[src/rtl/stopwatch_core_pkg.sv]
// Shared definitions for the MM:SS stopwatch: FSM encodings, BCD digit
// limits and a helper that validates a packed {tens, units} BCD pair.
package stopwatch_defs;

  typedef enum logic [1:0] {
    ST_IDLE  = 2'd0,
    ST_RUN   = 2'd1,
    ST_PAUSE = 2'd2,
    ST_DONE  = 2'd3
  } sw_state_e;

  localparam logic [3:0] SEC_TENS_MAX = 4'd5;
  localparam logic [3:0] UNITS_MAX    = 4'd9;

  // A minutes or seconds field is legal when tens <= 5 and units <= 9.
  function automatic logic bcd_pair_ok(input logic [7:0] v);
    return (v[7:4] <= SEC_TENS_MAX) && (v[3:0] <= UNITS_MAX);
  endfunction

endpackage

[src/rtl/stopwatch_core_bcd_digit.sv]
// One BCD digit counting modulo MAX+1, with synchronous clear/load,
// enable, up/down direction and a combinational carry/borrow out that
// enables the next digit in the chain.
module bcd_digit #(
  parameter logic [3:0] MAX = 4'd9
) (
  input  logic       clk,
  input  logic       rst_n,
  input  logic       clr_i,
  input  logic       load_i,
  input  logic [3:0] load_val_i,
  input  logic       en_i,
  input  logic       down_i,
  output logic [3:0] digit_o,
  output logic       co_o
);

  logic [3:0] digit_q;
  logic [3:0] digit_d;

  // Carry when stepping up past MAX, borrow when stepping down past 0.
  always_comb begin
    co_o = en_i & (down_i ? (digit_q == 4'd0) : (digit_q == MAX));
  end

  // Next digit value: clear beats load beats counting.
  always_comb begin
    digit_d = digit_q;
    if (clr_i) begin
      digit_d = 4'd0;
    end else if (load_i) begin
      digit_d = load_val_i;
    end else if (en_i) begin
      if (down_i) begin
        digit_d = (digit_q == 4'd0) ? MAX : digit_q - 4'd1;
      end else begin
        digit_d = (digit_q == MAX) ? 4'd0 : digit_q + 4'd1;
      end
    end
  end

  // Digit register.
  always_ff @(posedge clk or negedge rst_n) begin
    if (!rst_n) begin
      digit_q <= 4'd0;
    end else begin
      digit_q <= digit_d;
    end
  end

  assign digit_o = digit_q;

endmodule

[src/rtl/stopwatch_core.sv]
// MM:SS BCD stopwatch. The slow tick is sampled as data through a
// synchroniser and an edge detector; each rising edge becomes a one-clk
// step that advances the count while the FSM is in RUN.
// Control handshake: start_stop, clear and load are one-clk pulses with no
// ready/acknowledge; each is acted on in the cycle it is high and never
// queued. Same-cycle priority is clear > load > start_stop > step.
// state_dbg mirrors the FSM state register for observation.
module stopwatch_core
  import stopwatch_defs::*;
#(
  parameter int SYNC_STAGES = 2
) (
  input  logic       clk,
  input  logic       rst_n,
  input  logic       tick_in,
  input  logic       start_stop,
  input  logic       clear,
  input  logic       load,
  input  logic       dir,
  input  logic [7:0] preset_min,
  input  logic [7:0] preset_sec,
  output logic [7:0] min_bcd,
  output logic [7:0] sec_bcd,
  output logic       running,
  output logic       wrap,
  output logic       done,
  output logic [1:0] state_dbg
);

  logic [SYNC_STAGES-1:0] sync_q;
  logic                   edge_q;
  logic                   step;

  sw_state_e state_q, state_d;
  logic      running_q, wrap_q, done_q;

  logic [3:0] su, st, mu, mt;
  logic       co_su, co_st, co_mu, co_mt;

  logic count_zero, count_one, count_max;
  logic preset_ok, load_take, ss_take, step_take;
  logic cnt_en, hit_done, hit_wrap;

  // Synchroniser chain plus edge flop on the slow tick.
  always_ff @(posedge clk or negedge rst_n) begin
    if (!rst_n) begin
      sync_q <= '0;
      edge_q <= 1'b0;
    end else begin
      sync_q <= {sync_q[SYNC_STAGES-2:0], tick_in};
      edge_q <= sync_q[SYNC_STAGES-1];
    end
  end

  assign step = sync_q[SYNC_STAGES-1] & ~edge_q;

  // Count decode, preset validation and the priority chain.
  always_comb begin
    count_zero = ({mt, mu, st, su} == 16'h0000);
    count_one  = ({mt, mu, st, su} == 16'h0001);
    count_max  = ({mt, mu, st, su} == 16'h5959);
    preset_ok  = bcd_pair_ok(preset_min) & bcd_pair_ok(preset_sec);
    load_take  = load & preset_ok & ~clear;
    ss_take    = start_stop & ~clear & ~load_take;
    step_take  = step & (state_q == ST_RUN) & ~clear & ~load_take & ~start_stop;
    // A down step from 00:00 ends the run without wrapping the count.
    cnt_en     = step_take & ~(dir & count_zero);
    hit_done   = step_take & dir & (count_zero | count_one);
    hit_wrap   = step_take & ~dir & count_max;
  end

  // Next FSM state.
  always_comb begin
    state_d = state_q;
    if (clear) begin
      state_d = ST_IDLE;
    end else if (load_take) begin
      if (state_q == ST_DONE) state_d = ST_IDLE;
    end else if (ss_take) begin
      case (state_q)
        ST_IDLE:  state_d = ST_RUN;
        ST_RUN:   state_d = ST_PAUSE;
        ST_PAUSE: state_d = ST_RUN;
        default:  state_d = ST_DONE;
      endcase
    end else if (hit_done) begin
      state_d = ST_DONE;
    end
  end

  // FSM state and registered status outputs.
  always_ff @(posedge clk or negedge rst_n) begin
    if (!rst_n) begin
      state_q   <= ST_IDLE;
      running_q <= 1'b0;
      wrap_q    <= 1'b0;
      done_q    <= 1'b0;
    end else begin
      state_q   <= state_d;
      running_q <= (state_d == ST_RUN);
      wrap_q    <= hit_wrap;
      done_q    <= hit_done;
    end
  end

  bcd_digit #(.MAX(UNITS_MAX)) u_sec_units (
    .clk(clk), .rst_n(rst_n), .clr_i(clear), .load_i(load_take),
    .load_val_i(preset_sec[3:0]), .en_i(cnt_en), .down_i(dir),
    .digit_o(su), .co_o(co_su)
  );

  bcd_digit #(.MAX(SEC_TENS_MAX)) u_sec_tens (
    .clk(clk), .rst_n(rst_n), .clr_i(clear), .load_i(load_take),
    .load_val_i(preset_sec[7:4]), .en_i(co_su), .down_i(dir),
    .digit_o(st), .co_o(co_st)
  );

  bcd_digit #(.MAX(UNITS_MAX)) u_min_units (
    .clk(clk), .rst_n(rst_n), .clr_i(clear), .load_i(load_take),
    .load_val_i(preset_min[3:0]), .en_i(co_st), .down_i(dir),
    .digit_o(mu), .co_o(co_mu)
  );

  bcd_digit #(.MAX(SEC_TENS_MAX)) u_min_tens (
    .clk(clk), .rst_n(rst_n), .clr_i(clear), .load_i(load_take),
    .load_val_i(preset_min[7:4]), .en_i(co_mu), .down_i(dir),
    .digit_o(mt), .co_o(co_mt)
  );

  // The top digit's carry is covered by the 59:59 decode; it only closes the chain.
  logic unused_co;
  assign unused_co = co_mt;

  assign min_bcd   = {mt, mu};
  assign sec_bcd   = {st, su};
  assign running   = running_q;
  assign wrap      = wrap_q;
  assign done      = done_q;
  assign state_dbg = state_q;

endmodule

[config.mk]
export PLATFORM = sky130hd
export DESIGN_NAME = stopwatch_core
export DESIGN_NICKNAME = d
export VERILOG_FILES = /design/src/rtl/stopwatch_core_pkg.sv /design/src/rtl/stopwatch_core_bcd_digit.sv /design/src/rtl/stopwatch_core.sv
export SDC_FILE = /design/constraint.sdc
export NUM_CORES = 1
export LEC_CHECK = 0
export ABC_CLOCK_PERIOD_IN_PS = 1810
export BUFFER_PORTS_ARGS = -buffer_cell sky130_fd_sc_hd__buf_2
export CORE_ASPECT_RATIO = 1.2
export CORE_MARGIN = 10
export CORE_UTILIZATION = 35
export DETAILED_ROUTE_END_ITERATION = 7
export GPL_TIMING_DRIVEN = 1
export PLACE_DENSITY = 0.55
export SLEW_MARGIN = 20
export SYNTH_ARGS = -nofsm -noshare
export SYNTH_HDL_FRONTEND = slang
export SYNTH_SLANG_ARGS = --single-unit
export TNS_END_PERCENT = 1
[constraint.sdc]
create_clock -name clk -period 1.81 [get_ports clk]
set_input_delay 0.362 -clock clk [delete_from_list [all_inputs] [get_ports clk]]
set_output_delay 0.362 -clock clk [all_outputs]
set_load 0.005 [all_outputs]
==> results of run 1 <==
## cell families (layout without fill, tap and decap cells)
group	Yosys count	in the layout	share of synthesized area (%)
and+or+nand+nor	80	80	24.4
AOI/OAI and AO/OA	73	73	27.4
buffers and inverters	28	115	6.67
DFF	24	24	28.3
adders and majority gates	14	14	8.26
muxes	6	6	2.83
xor gates and xnor gates	5	5	2.07
## routing by layer
| layer | GRT usage [%] | vias to the layer above | wire length (um) | part of all wire (%) |
|---|---|---|---|---|
| li1 | - | 1039 | - | - |
| met1 | 16.0 | 1002 | 2850 | 44 |
| met2 | 24.0 | 50 | 3320 | 51 |
| met3 | 1.92 | 7 | 233 | 3.6 |
| met4 | 3.03 | 0 | 72 | 1.1 |
| met5 | 0 | - | 0 | 0 |
## how the worst max path moves through the flow
stage | startpoint | endpoint | slack (ps) | cells after the start
2_1_floorplan | u_sec_units.digit_o[0] | u_min_tens.digit_o[3] | -4 | 7
3_3_place_gp | state_dbg[1] | u_sec_units.digit_o[1] | -90 | 5
3_5_place_dp | state_dbg[1] | u_sec_units.digit_o[1] | -110 | 5
4_1_cts | u_min_units.digit_o[0] | u_min_tens.digit_o[1] | -40 | 7
5_1_grt | u_min_units.digit_o[0] | u_min_tens.digit_o[1] | -170 | 7
6_report | u_min_units.digit_o[0] | u_min_tens.digit_o[1] | -50 | 7
## cell type report
class	instances	area, um^2
repair buffers	95	606
fillers	616	3030
well taps	82	103
flip-flops and latches	24	603
clock buffers	4	55.1
multi-input cells	178	1510
inverters	16	60.1
## power breakdown
| part | internal, mW | leakage [nW] | total (mW) | switching, mW |
|---|---|---|---|---|
| clock | 0.195 | 0.0288 | 0.375 | 0.180 |
| combinational | 0.157 | 0.973 | 0.331 | 0.173 |
| sequential | 0.551 | 0.321 | 0.563 | 0.0116 |
## flip-flops by register name (all words and copies together), names as in the netlist, 2 cells and up
signal,count
sync_q,2
u_min_tens.digit_o,4
u_sec_units.digit_o,4
state_dbg,2
u_min_units.digit_o,4
u_sec_tens.digit_o,4
## layout by cell type, fill, tap and decap left out, drive strengths merged, types with 3 or more instances in the layout
cell	synthesis	layout
o2111ai	3	3
buf	5	95
nor2	14	14
mux2i	6	6
nor3	7	7
xnor2	5	5
nor2b	3	3
o211ai	3	3
a211o	5	5
dfrtp	24	24
a21oi	15	15
ha	14	14
clkbuf	7	4
o21ai	10	10
nand2b	7	7
o22ai	4	4
o31ai	3	3
inv	16	16
and4	3	3
nor3b	4	4
nand3b	9	9
a31oi	3	3
a211oi	9	9
nand2	13	13
nand3	3	3
## through the flow
step,setup TNS (ps),instance area (um^2),hold WS (ps),cells,total power [mW]
floorplan,-3.59,2170,66.4,230,0.735
global placement,-184,2790,333,394,0.883
detailed placement,-433,2790,353,394,0.885
CTS,-161,2920,90.4,399,1.27
global route,-1550,2940,115,399,1.33
finish,-146,2940,69.4,399,1.27
## repair_timing
action,in CTS,in global routing
setup endpoints to repair,10,19
setup buffers,1,0
pin swaps,2,4
resized for setup,10,6
==> results.toml, run 1 <==
[run_status]
status = "finished with violations"
failed_checks = "setup timing"

[global_route]
grt_first_pass_wirelength_um = 10800
grt_pass1_vias = 2195
overflow = 0
grt_start_max_net_pins = 25
antenna_found_initial = 0
grt_use_total_pct = 13.2

[synthesis]
synth_area_leaders = "dfrtp_1, ha_1, nand3b_1, a21oi_1, mux2i_1"
yosysMostFrequentCell = "dfrtp_1"
ys_types = 64
synth_fp_nets = 267
synth_edf_count = 0
async_reset_ff_share_pct = 100
synthTopCellsByCount = "dfrtp_1, inv_1, ha_1, nor2_1"
yosysWarnings = 0
syn-cell-area_mm2 = 0.00212
synth_top_area_share_pct = 28.3
synth_ff_type = "dfrtp_1"
yosysSeqAreaShare_pct = 28.3
netlist_instances = 230
yosys.area.top_type = "dfrtp_1"
synth.avg_cell_area_um2 = 9.22
synth-seq-cells = 24

[clock_network]
cts_made_buffers = 3
path_clk_slew_ps = 90
clock_tree.buffer_depth = 2
hold_buffers = 0
clock_latency_ps = 270
clock-root-buffer = "clkbuf_8"
cts_sinks = 24
tritoncts = "done"
cts-htree-levels = 1

[timing]
finalSetupViolations = 5
rsz0062_at_grt = "true"
maxSlewViolCount = 0
slew-limit-headroom_pct = 62.3
max_freq_mhz = 537
fin_crit_sh_pct = 103
layout_min_cycle_time_ps = 1860
hold_violations = 0
fin_skew_ps = 6.77
tightest_slew_ps = 566
fin_ws_ps = -52.1

[drt]
drt-pass1-iter-count = 7
detail-route-antenna-nets = 0
vias = 2098
routed_wl_um = 6480
post-route-drc-count = 0
drtIter0Drc = 54
wire_per_inst_um = 16.2
vias_per_cell = 5.26

[setup_path]
crit_path_end_kind = "flip-flop"
crit_chain = "inv_2, ha_4, nor4b_4, a31oi_4, o2111ai_4, mux2i_1, o21ai_1"
path_class = "reg2reg"
slowest_delay_ps = 410
cp-start-kind = "flip-flop"
rr_startpoint = "u_min_units.digit_o[0]"
cp_max_fo = 5
reg2reg_slack_ps = -50
crit_arrival_ps = 2020
cpLargestDelayFamily = "compound AO/OA/AOI/OAI gates"
reg2reg_depth = 7
critical_path_required_ps = 1960
reg2reg_to = "u_min_tens.digit_o[1]"
cp.buffers_inverters = 1
slowest_stage = "dfrtp_2"

[final_layout]
fin_util_pct = 49.2
antenna_cells = 0
drive_gt1_share_pct = 45.4
fin_nets = 355
synthToLayoutAreaGrowth_pct = 38.7

[floorplan]
start_util_pct = 35.5
io_pins = 44
row_count = 31
fp.dieW_um = 91.0
core-area_mm2 = 0.00597
die_y_um = 105
die_area_mm2 = 0.00958

[job]
drv_cap = 0

[power_and_ir_drop]
irDropWorstVdd_mv = 0.322
power.leakage_nw = 1.32
power_density_mw_per_mm2 = 431

[placement]
place.gp.congestion = 0.881
hpwlAfterDp_um = 5200
io_buffers = 43
dpl_worst_slack_ps = -105

[hold_path]
hold_path_class = "in2async"
Power figures use the tool's default switching activity.
==> run 2: changes to the inputs <==
- ABC_AREA: default -> 1
- PLACE_DENSITY: 0.55 -> 0.56
==> results.toml, run 2 <==
[clock_network]
clock_tree.buffer_depth = 2
cts_made_buffers = 3
path_clk_slew_ps = 100
cts-htree-levels = 1
clock_latency_ps = 270
clock-root-buffer = "clkbuf_8"
cts_sinks = 24
tritoncts = "done"
hold_buffers = 0

[timing]
rsz0062_at_grt = "true"
layout_min_cycle_time_ps = 1710
hold_violations = 0
tightest_slew_ps = 581
max_freq_mhz = 585
slew-limit-headroom_pct = 61.3
maxSlewViolCount = 0
fin_ws_ps = 101
fin_crit_sh_pct = 94.4
fin_skew_ps = 8.35
finalSetupViolations = 0

[final_layout]
final_cell_mix = "nand2_1, buf_2, o21ai_0, buf_4, nor2_1"
antenna_cells = 0
drive_gt1_share_pct = 33.7
fin_nets = 391
final_common_cell = "nand2_1"
stdcell_area_mm2 = 0.00260
synthToLayoutAreaGrowth_pct = 32.6

[synthesis]
synth_edf_count = 0
yosysSeqAreaShare_pct = 30.6
synth_area_leaders = "dfrtp_1, nand2_1, ha_1, o21ai_0, nand3_1"
yosysWarnings = 0
async_reset_ff_share_pct = 100
synth_top_area_share_pct = 30.6
synthTopCellsByCount = "nand2_1, o21ai_0, nor2_1, inv_1, dfrtp_1"
synth.avg_cell_area_um2 = 7.05
synth-seq-cells = 24
synth_ff_type = "dfrtp_1"
synth_fp_nets = 315
netlist_instances = 278
yosys.area.top_type = "dfrtp_1"
syn-cell-area_mm2 = 0.00196
ys_types = 32
yosysMostFrequentCell = "nand2_1"

[setup_path]
cp-start-kind = "flip-flop"
startpoint = "u_min_units.digit_o[0]"
cpLargestDelayFamily = "simple AND/OR/NAND/NOR gates"
cp.buffers_inverters = 2
rr_startpoint = "u_min_units.digit_o[0]"
crit_arrival_ps = 1910
crit_chain = "buf_4, buf_4, ha_1, nand3_1, nor2_1, nor2_1, nand2_1, o21ai_0, nand2_1, o21ai_1"
crit_path_end_kind = "flip-flop"
cp_max_fo = 6
slowest_stage = "dfrtp_1"
path_class = "reg2reg"
slowest_delay_ps = 400
critical_path_required_ps = 2010

[placement]
place.gp.congestion = 0.843
placement.cell_area_mm2 = 0.00245
hpwlAfterDp_um = 4450
io_buffers = 43
dpl_worst_slack_ps = 4.29

[global_route]
grt_start_max_net_pins = 25
grt_pass1_vias = 2015
grt_use_total_pct = 12.4
overflow = 0
grtUsageMet2_pct = 20.8
grt_use_met1_pct = 15.3
grt-busiest-layer = "met2"
grt_first_pass_wirelength_um = 9160
globalRouteMet3Util_pct = 3.11
antenna_found_initial = 0

[floorplan]
die_y_um = 102
die_area_mm2 = 0.00901
start_util_pct = 36.5
io_pins = 44
row_count = 29
fp.dieW_um = 88.3
core-area_mm2 = 0.00537

[power_and_ir_drop]
power.leakage_nw = 1.35
power_density_mw_per_mm2 = 1140
power_mw = 2.95
irDropWorstVdd_mv = 0.489

[job]
drv_cap = 0

[drt]
vias_per_cell = 4.84
post-route-drc-count = 0
wire_per_inst_um = 13.4
drt-pass1-iter-count = 4
routed_wl_um = 5550
detail-route-antenna-nets = 0
drtIter0Drc = 93
vias = 2007

[hold_path]
hold_path_class = "in2async"

[run_status]
status = "complete, no violations"
run 2: cell types whose count changed after synthesis, sizes merged, moves of 6 or more:
cell,previous run,this run
nand3,3,24
inv,16,32
o21ai,10,42
xor2,0,7
nand2b,7,0
nor2,14,34
nand2,13,66
clkbuf,7,1
a211oi,9,0
mux2i,6,0
nand3b,9,0
run 2: kinds of logic after synthesis:
| group | Yosys count | share of synthesized area, % |
|---|---|---|
| buffers and inverters | 39 | 8.81 |
| adders and majority gates | 14 | 8.93 |
| xor gates and xnor gates | 8 | 3.57 |
| DFF | 24 | 30.6 |
| AOI/OAI and AO/OA | 61 | 16.5 |
| and+or+nand+nor | 132 | 31.5 |
run 2: final cells by class:
| cell class | count | area (um^2) |
|---|---|---|
| sequential | 24 | 601 |
| tap | 62 | 77.6 |
| timing repair buffer | 78 | 494 |
| clock buffer | 4 | 55.1 |
| multi-input combinational | 215 | 1250 |
| inverter | 32 | 120 |
| fill | 538 | 2770 |
run 2: layer usage:
metal / routed length [um] / vias to the layer above
met5: 0 / -
met4: 64 / 0
met3: 366 / 10
met2: 2610 / 42
met1: 2520 / 902
li1: - / 1053
run 2: metrics by stage:
stage               hold WS (ps)  instances  TNS [ps]  utilization, %
floorplan                   66.4        278         0               -
global placement             345        408         0            45.7
detailed placement           347        408         0            45.7
CTS                          102        412         0            46.7
global route                 118        415      -196            48.4
finish                      77.5        415         0            48.4
run 2: power by group:
part           internal (mW)  total (mW)  switching (mW)
clock                  0.194       0.382           0.187
combinational          0.845        1.78           0.932
sequential             0.665       0.793           0.127
run 2: repair_timing:
action	4_1_cts	5_1_grt
setup buffers	0	3
setup endpoints to repair	0	17
gates resized for setup	0	25
run 2: worst reg2reg max path, cell delays in order (launching register included):
cell and delay (ps):
dfrtp_1 400, buf_4 140, buf_4 140, ha_1 210, nand3_1 110, nor2_1 50, nor2_1 90, nand2_1 170
o21ai_0 200, nand2_1 70, o21ai_1 70
run 2: path summary, 6_finish.rpt:
| path | cells after the start | to | slack, ps |
|---|---|---|---|
| max | 10 | u_min_units.digit_o[1] | 100 |
| min in group clk | 1 | sync_q[0] | 200 |
| max in group asynchronous | 1 | wrap | 1350 |
| min | 1 | running | 80 |
| max reg2reg | 10 | u_min_units.digit_o[1] | 100 |
| min reg2reg | 0 | sync_q[1] | 360 |
==> run 3: changes to the inputs <==
- PLACE_DENSITY: 0.56 -> 0.55
- SYNTH_HIERARCHICAL: default -> 1
==> results.toml, run 3 <==
[power_and_ir_drop]
power.switching_mw = 0.393
power_switching_share_pct = 27.7
power_density_mw_per_mm2 = 435
share_comb_of_total_power_pct = 26.3
seqPwrFrac_pct = 39.7
intPower_mw = 1.03
irDropWorstVdd_mv = 0.314
p_clk_share_pct = 34.0
power.leakage_nw = 1.79

[clock_network]
cts-htree-levels = 1
clock-root-buffer = "clkbuf_8"
hold_buffers = 0
path_clk_slew_ps = 90
clock_tree.buffer_depth = 2
tritoncts = "done"
cts_sinks = 24
cts_made_buffers = 3
clock_latency_ps = 270

[global_route]
overflow = 0
grt_start_max_net_pins = 25
grtUsageMet2_pct = 24.7
grt_first_pass_wirelength_um = 11100
grt_pass1_vias = 2407
grt_use_met1_pct = 15.9
grt_use_total_pct = 13.4
antenna_found_initial = 0
grt-busiest-layer = "met2"
globalRouteMet3Util_pct = 1.19

[hold_path]
hold_path_class = "in2async"

[timing]
fin_ws_ps = -150
hold_violations = 0
maxSlewViolCount = 0
fin_skew_ps = 8.75
slew-limit-headroom_pct = 61.6
max_freq_mhz = 510
rsz0062_at_grt = "true"
layout_min_cycle_time_ps = 1960
fin_crit_sh_pct = 108
tightest_slew_ps = 575
fin_setup_tns_ps = -939
finalSetupViolations = 13

[placement]
io_buffers = 43
place.gp.congestion = 0.847
dp.cells = 510
hpwlAfterDp_um = 5310
placement.cell_area_mm2 = 0.00302
dpl_worst_slack_ps = -281

[final_layout]
stdcell_area_mm2 = 0.00327
synthToLayoutAreaGrowth_pct = 47.1
fin_cells = 522
drive_gt1_share_pct = 44.1
final_cell_mix = "nand2_1, buf_4, buf_2, nor2_1, inv_1"
nFillCells = 625
fin_util_pct = 53.6
final_common_cell = "nand2_1"
antenna_cells = 0
fin_nets = 480

[synthesis]
synth_fp_nets = 364
yosysWarnings = 6
netlist_instances = 325
syn-cell-area_mm2 = 0.00222
synth.avg_cell_area_um2 = 6.83

[drt]
wire_per_inst_um = 12.6
detail-route-antenna-nets = 0
drtIter0Drc = 114
routed_wl_um = 6580
vias_per_cell = 4.54
drt-pass1-iter-count = 4
post-route-drc-count = 0
vias = 2371

[job]
drv_cap = 0

[setup_path]
slowest_delay_ps = 420
cp_max_fo = 3
crit_top_cell = "nor2_4"
crit_arrival_ps = 2120
cp-start-kind = "flip-flop"
crit_path_end_kind = "flip-flop"
cpLargestDelayFamily = "simple AND/OR/NAND/NOR gates"
cp.buffers_inverters = 1
crit_chain = "nor2_4, nand2_2, nor2_2, nand3_2, nor2_4, nor2_4, nor3b_4, inv_2, nor2_4, nor3b_4, o21ai_2, nor2_1, o21ai_1, o21ai_1"
slowest_stage = "dfrtp_1"
critical_path_required_ps = 1970
path_class = "reg2reg"

[floorplan]
io_pins = 44
core-area_mm2 = 0.00609
row_count = 31
die_y_um = 107
fp.dieW_um = 92.7
start_util_pct = 36.4
die_area_mm2 = 0.00994

[run_status]
failed_checks = "setup timing"
status = "finished with violations"
## run 3: power by group through the flow
stage / sequential, mW / clock (mW) / combinational (mW)
floorplan: 0.581 / 0 / 0.150
global placement: 0.571 / 0 / 0.329
detailed placement: 0.572 / 0 / 0.331
CTS: 0.561 / 0.488 / 0.360
global route: 0.565 / 0.511 / 0.418
finish: 0.563 / 0.482 / 0.374
## run 3: metal layers
metal	vias up	share of wire (%)	routed length (um)
li1	1264	-	-
met1	1069	44	2910
met2	30	52	3420
met3	8	1.9	126
met4	0	1.8	119
met5	-	0	0
## run 3: stage by stage
| step | total power [mW] | hold WS, ps |
|---|---|---|
| floorplan | 0.732 | 66.4 |
| global placement | 0.901 | 335 |
| detailed placement | 0.903 | 365 |
| CTS | 1.41 | 94.9 |
| global route | 1.49 | 114 |
| finish | 1.42 | 77.3 |
## run 3: path summary, 6_finish.rpt
path | startpoint | end | slack (ps) | depth (start not counted)
max | u_sec_tens/digit_o[3] | u_min_tens/digit_o[1] | -150 | 14
min | rst_n | u_sec_tens/digit_o[3] | 80 | 1
max reg2reg | u_sec_tens/digit_o[3] | u_min_tens/digit_o[1] | -150 | 14
min reg2reg | sync_q[0] | sync_q[1] | 380 | 0
max in group asynchronous | rst_n | u_sec_units/digit_o[3] | 1320 | 1
min in group clk | tick_in | sync_q[0] | 190 | 1
## run 3: layout make-up
class                           instances  area, um^2  area share, %
Clock buffer                            3        41.3           1.26
Timing Repair Buffer                  115         772           23.6
Tap cell                               82         103           3.14
Sequential cell                        24         606           18.5
Inverter                               44         193           5.90
Clock inverter                          1        30.0          0.920
Multi-Input combinational cell        253        1520           46.6
## run 3: worst register-to-register path, delay by kind of cell (launching register included)
kind	cells	cell delay [ps]
buffers and inverters	1	90
AO/OA/AOI/OAI	3	330
AND/OR/NAND/NOR	10	1010
flip-flops	1	420
## run 3: repair_timing
action | in CTS | in global routing
buffers inserted | 6 | 2
resized for setup | 16 | 14
endpoints found under the setup margin | 12 | 18
pin swaps | 15 | 14
